$ cat config.mk
export PLATFORM = sky130hd
export DESIGN_NAME = if_stage_controller
export DESIGN_NICKNAME = d
export VERILOG_FILES = /design/src/rtl/if_stage_controller.sv
export SDC_FILE = /design/constraint.sdc
export NUM_CORES = 1
export LEC_CHECK = 0
export BUFFER_PORTS_ARGS = -buffer_cell sky130_fd_sc_hd__buf_2
export CAP_MARGIN = 20
export CORE_MARGIN = 5
export CORE_UTILIZATION = 50
export DETAILED_ROUTE_END_ITERATION = 8
export GPL_TIMING_DRIVEN = 1
export PLACE_DENSITY = 0.79
export RECOVER_POWER = 100
export SETUP_SLACK_MARGIN = 0.1
export SLEW_MARGIN = 20
export SYNTH_ARGS = -nofsm -noshare
export SYNTH_HDL_FRONTEND = slang
export SYNTH_SLANG_ARGS = --single-unit
$ cat constraint.sdc
create_clock -name clk -period 2.5 [get_ports clk]
set_input_delay 0 -clock clk [delete_from_list [all_inputs] [get_ports clk]]
set_output_delay 0 -clock clk [all_outputs]
set_load 0.02 [all_outputs]
$ cat src/rtl/if_stage_controller.sv
// if_stage_controller: fetch sequencing for the PC and IF/ID, ID/EX flush.
// Arbitrates EXE branch, memory wait and hazard stall; replays a redirect held back while memory was busy.
//
// Ports:
//   clk, rst          clock, synchronous active-high reset
//   hazard            ID-stage data hazard (hold PC and IF/ID)
//   exe_branch_taken  EXE branch resolved taken this cycle
//   exe_branch_addr   EXE branch target
//   mem_ready         instruction memory delivers a word this cycle
//   freeze            hold PC
//   Branch_Tacken     load Branch_Address into PC this cycle
//   Branch_Address    branch target to PC mux
//   flush             clear IF/ID and ID/EX
//   if_valid          IF/ID captures a valid instruction
//   state             BOOT=0, RUN=1, REDIRECT=2
//   stall_count       saturating count of frozen cycles outside BOOT
module if_stage_controller #(
    parameter int BOOT_CYCLES = 4,
    parameter int STALL_CNT_W = 16
) (
    input  logic                   clk,
    input  logic                   rst,
    input  logic                   hazard,
    input  logic                   exe_branch_taken,
    input  logic [31:0]            exe_branch_addr,
    input  logic                   mem_ready,
    output logic                   freeze,
    output logic                   Branch_Tacken,
    output logic [31:0]            Branch_Address,
    output logic                   flush,
    output logic                   if_valid,
    output logic [1:0]             state,
    output logic [STALL_CNT_W-1:0] stall_count
);

    localparam int BOOT_N = (BOOT_CYCLES < 1) ? 1 : BOOT_CYCLES;
    localparam int BOOT_W = (BOOT_N > 1) ? $clog2(BOOT_N) : 1;
    localparam logic [BOOT_W-1:0] BOOT_LAST = BOOT_W'(BOOT_N - 1);
    localparam logic [STALL_CNT_W-1:0] STALL_MAX = '1;

    typedef enum logic [1:0] {
        S_BOOT     = 2'd0,
        S_RUN      = 2'd1,
        S_REDIRECT = 2'd2,
        S_BAD      = 2'd3
    } state_t;

    state_t            cur;
    state_t            nxt;
    logic [BOOT_W-1:0] boot_cnt;
    logic [31:0]       pending_addr;
    logic              load_pending;

    // One-hot decode of the RUN priority chain:
    // branch > memory wait > hazard > normal fetch.
    logic br_now;
    logic br_buf;
    logic mem_wait;
    logic hz_stall;
    logic fetch;

    assign br_now   = exe_branch_taken & mem_ready;
    assign br_buf   = exe_branch_taken & ~mem_ready;
    assign mem_wait = ~exe_branch_taken & ~mem_ready;
    assign hz_stall = ~exe_branch_taken & mem_ready & hazard;
    assign fetch    = ~exe_branch_taken & mem_ready & ~hazard;

    assign state = cur;

    always_comb begin
        nxt            = cur;
        freeze         = 1'b0;
        flush          = 1'b0;
        Branch_Tacken  = 1'b0;
        if_valid       = 1'b0;
        Branch_Address = exe_branch_addr;
        load_pending   = 1'b0;
        unique case (cur)
            S_BOOT: begin
                freeze = 1'b1;
                flush  = 1'b1;
                if (boot_cnt == BOOT_LAST) nxt = S_RUN;
            end
            S_RUN: begin
                unique case (1'b1)
                    br_now: begin
                        Branch_Tacken = 1'b1;
                        flush         = 1'b1;
                    end
                    br_buf: begin
                        freeze       = 1'b1;
                        flush        = 1'b1;
                        load_pending = 1'b1;
                        nxt          = S_REDIRECT;
                    end
                    mem_wait: freeze   = 1'b1;
                    hz_stall: freeze   = 1'b1;
                    fetch:    if_valid = 1'b1;
                endcase
            end
            S_REDIRECT: begin
                // New branches/hazards here come from wrong-path instructions.
                flush          = 1'b1;
                Branch_Address = pending_addr;
                if (mem_ready) begin
                    Branch_Tacken = 1'b1;
                    nxt           = S_RUN;
                end else begin
                    freeze = 1'b1;
                end
            end
            default: begin
                freeze = 1'b1;
                flush  = 1'b1;
                nxt    = S_BOOT;
            end
        endcase
        if (rst) begin
            freeze         = 1'b1;
            flush          = 1'b1;
            Branch_Tacken  = 1'b0;
            if_valid       = 1'b0;
            Branch_Address = '0;
        end
    end

    always_ff @(posedge clk) begin
        if (rst) begin
            cur          <= S_BOOT;
            boot_cnt     <= '0;
            pending_addr <= '0;
            stall_count  <= '0;
        end else begin
            cur <= nxt;
            // Cleared outside BOOT so recovery from S_BAD gets a full hold.
            boot_cnt <= (cur == S_BOOT) ? boot_cnt + 1'b1 : '0;
            if (load_pending) pending_addr <= exe_branch_addr;
            if (cur != S_BOOT && freeze && stall_count != STALL_MAX)
                stall_count <= stall_count + 1'b1;
        end
    end

endmodule

[Word-level counts from Yosys, hierarchy flattened]
Index checks and enable logic that the tools add are counted.
Word-level totals
  ROM bits: 0
  logic and storage cells: 53
  register bits: 52
  bits in latches: 0
  memories: 0
  output and inout port bits: 54
  memory bits (writable): 0
  input port bits: 37
Operators by class
  eq/ne operators: 7
  multiplexer cells: 22
  multiply operators: 0
  magnitude comparators: 0
  reductions and logical operators: 8
  shift operators: 0
  bitwise gates (word level): 10
  div/mod/pow operators: 0
  $add $sub $neg: 2
Operators with widths (number)
  $mux W32: 2
  $add A16 B1 Y16 const B: 1
  $ne A16 B16 Y1 const B: 1
  $mux W1: 14
  $and A1 B1 Y1: 6
  $mux W2: 3
  $ne A2 B2 Y1 const B: 3
  $pmux W2 S3: 1
  $eq A2 B2 Y1 const B: 2
  $not A1 Y1: 4
  $pmux W1 S2: 2
  $reduce_or A2 Y1: 2
  $reduce_and A3 Y1: 1
  $reduce_or A3 Y1: 1
  $add A2 B1 Y2 const B: 1
  $eq A2 B1 Y1 const B: 1
  $logic_and A1 B1 Y1: 2
  $logic_not A2 Y1: 1
  $reduce_bool A2 Y1: 1

[Logic depth before layout (Yosys ltp)]
  word-level depth: 9
  gate-level depth with buffers: 9
  depth with buffers taken out: 7

[Worst setup path after synthesis]
No wires, ideal clock.
  kind: register -> register
  start point: reg stall_count[0]
  end point: reg stall_count[5]
  setup slack: 0.477 ns
  arrival: 1.902 ns
  library setup time: 0.121 ns
  cell stages (with the launch flop): 9
  clock period less this slack: 2.023 ns
  data required time: 2.379 ns
  path through: dfxtp_1 ha_1 nand3_1 nor2_1 and4_1 buf_4 buf_2 nor4b_1 mux2_2
On the way
  longest elaborated chain between the ends: 2
  elaborated cells on any way between the ends: 3
  those cells by class: add/sub (1); eq/ne (1); reduce/logical (1)
Ends and longest elaborated chain
  start: declaration: line 33  | output logic [STALL_CNT_W-1:0] stall_count
  start signal: assignment: line 139  | stall_count <= stall_count + 1'b1;
  branches (longest 2 deep; another with $add A16 B1 Y16)
Several ways; the timed one is not identified.
A chain may end at the register's enable or synchronous reset.

[Worst setup path in the final report]
  start point: reg stall_count[0]
  end point: reg stall_count[13]
The elaborated chain is that of the path after synthesis.

==> metrics <==
crit path kind register to register; Post-synth EDFFs 0; initial antenna violation count 0; P per Cell Area 628 nW/um^2; fin cells roughly 530; Root Driver clkbuf_8; Chip Height around 83 microns; gr usage total 0.194; DRC violations left 0; multi-input gate area in the final layout about 1500 sq um; Placement Setup Slack 519 ps; fraction of final layout cells with drive strength greater than 1 0.121; HPWL after DPL between 4000 and 5000 microns; Antenna Violating Nets Remaining 0; Core Region about 5200 sq um; Clock Skew approximately 7.1 ps; Syn Nets slightly below 400; area grow syn2layout 30.0%; Cell variety after synth 43; DRT iter0 DRCs 155; Final Net Count 496; Cells after Synth between 300 and 400; first-pass GRT wire length between 10000 and 15000 microns; Worst R2R Path Depth 7; die area 6960 sq um; GPL Wtd Cong roughly 0.84; grt total ovfl 0; worst hold path depth 4; clk_lat worst skew slightly below 300 ps; via/cell ratio roughly 5.3; reg2reg end stall_count[13]; Sink Count 52; PostCTS Resize Cnt 0; Rel. slew slack 0.432; status completed; critical path arrival approximately 2300 ps; die width 83.4 microns; final setup margin approximately 420 ps; I/O pin count 91; endpoint type of the worst setup path register; R2R Path Start stall_count[0]; hold path start exe_branch_taken; 1st-pass router iterations 4; Clock transition at path regs around 90 ps; Max-Cap Viols 0; Routed WL between 6000 and 7000 microns; RSZ-0062 raised after global routing false; share of flip-flops with an asynchronous set or reset 0; H-Tree Level Count 2; total power draw 2.20 mW; Setup crit start kind register; reg2reg setup slack between 400 and 500 ps; vias in the first global route ~2600; worst-path fanout max 21; FF/Latch Area roughly 1000 sq um; port bufs 90; CP Data Required Time roughly 2700 ps; largest net degree at the start of global routing 89; Fin. Hold Viols 0; CTS Buf Count 5; maximum VDD drop approximately 0.37 mV; flops & latches, synth 52; sequential share of the synthesized area 0.386; crit path time final about 2100 ps; Hold EP state[1]; Final Slew Violations 0; wire length per cell approximately 13 microns; placed cells 485; antenna cell count 0; P_leak 1.21 nW; Synth Warn # 0; # rows 26; Tightest Pin Transition ~850 ps; Avg Inst Size Synth ~7.8 sq um; DR vias between 2000 and 3000; Final TNS setup 0 ps; fmax approximately 480 MHz; commonest register cell after synthesis dfxtp_1; initial core utilization 0.521; Fillers approximately 460; Tcrit/Tclk final 0.834; final setup violation count 0; synthesized area approximately 2700 sq um; CTS tree done; Hold WC Path Type primary input to register; Max Buffers Root-to-Sink 2
[timing repair]
item / CTS / global route
buffers inserted: 0 / 0
hold buffers: 32 / 0
endpoints found under the hold margin: 32 / 0
[per-layer routing]
metal / global-route usage / vias to the layer above / wire (microns)
li1: - / 1405 / -
met1: 0.230 / 1286 / 2960
met2: 0.351 / 84 / 3430
met3: 0.0446 / 8 / 457
met4: 0.0497 / 0 / 86
met5: 0 / - / 0
[cell usage after synthesis (3+ instances only)]
| master | count | area share |
|---|---|---|
| a21oi_1 | 46 | 0.085 |
| buf_1 | 4 | 0.0056 |
| clkbuf_1 | 17 | 0.024 |
| dfxtp_1 | 52 | 0.39 |
| ha_1 | 5 | 0.023 |
| inv_1 | 6 | 0.0084 |
| mux2i_1 | 32 | 0.12 |
| nand2_1 | 73 | 0.10 |
| nand3_1 | 4 | 0.0074 |
| nand4_1 | 3 | 0.0070 |
| nor2_1 | 40 | 0.056 |
| nor2b_1 | 4 | 0.0093 |
| nor3_1 | 4 | 0.0074 |
| o21a_1 | 3 | 0.0084 |
| o21ai_0 | 6 | 0.011 |
| o31ai_1 | 4 | 0.011 |
| o41ai_1 | 4 | 0.013 |
| or4_1 | 4 | 0.011 |
| or4b_1 | 4 | 0.015 |
[critical path: stages (launching register included)]
cell and delay, ps:
dfxtp_1 360, ha_1 220, nand3_1 110, nor2_1 90, and4_1 240, clkbuf_2 280
or4b_1 550, a21oi_1 160
[flip-flops by register name (all words and copies together), names as in the netlist]
register and flops:
stall_count 16, boot_cnt 2, state 2, pending_addr 32
[cell type report]
type	count	share of cell area
Multi-Input combinational cell	261	0.433
Sequential cell	52	0.297
Timing Repair Buffer	128	0.212
Clock buffer	8	0.0257
Tap cell	70	0.0250
Inverter	6	0.00643
[metrics by stage]
stage	utilization	area [sq um]	hold slack, ps
final	0.678	3500	90.6
after global routing	0.678	3500	109
after CTS	0.691	3580	86.6
after detailed placement	0.612	3170	257
after global placement	0.612	3170	251
after floorplan	-	2700	83.1
[cells by family after synthesis]
family	share of synthesized area
flops	0.386
fa+ha+maj	0.0232
simple gates	0.253
mux	0.127
buf+inv	0.0511
compound gates	0.159
[worst max path at each step]
stage                    from               to  slack (ps)  cells after the start
2_1_floorplan  stall_count[0]   stall_count[5]         480                      8
3_3_place_gp         state[0]  stall_count[11]         590                      6
3_5_place_dp         state[0]  stall_count[13]         520                      6
4_1_cts              state[0]  stall_count[13]         470                      6
5_1_grt        stall_count[0]  stall_count[13]         200                      7
6_report       stall_count[0]  stall_count[13]         420                      7
[layout by cell type, fill, tap and decap left out, types with 3 or more instances in the layout]
master and instances:
nand2_1 73, clkbuf_1 55, dfxtp_1 52, a21oi_1 46, nor2_1 40, buf_2 37, mux2i_1 32, dlygate4sd3_1 32
o21ai_0 7, inv_1 6, clkbuf_8 6, nor2b_1 4, nor3_1 4, nand3_1 4, o31ai_1 4, or4_1 4
o41ai_1 4, or4b_1 4, ha_1 4, buf_4 4, nand4_1 3, o21a_1 3
[report_power, final]
part           total (mW)  internal (mW)  switching (mW)
Clock               0.488          0.227           0.261
Combinational       0.774          0.282           0.492
Sequential          0.939          0.895          0.0441
(Power assumes the default switching activity.)
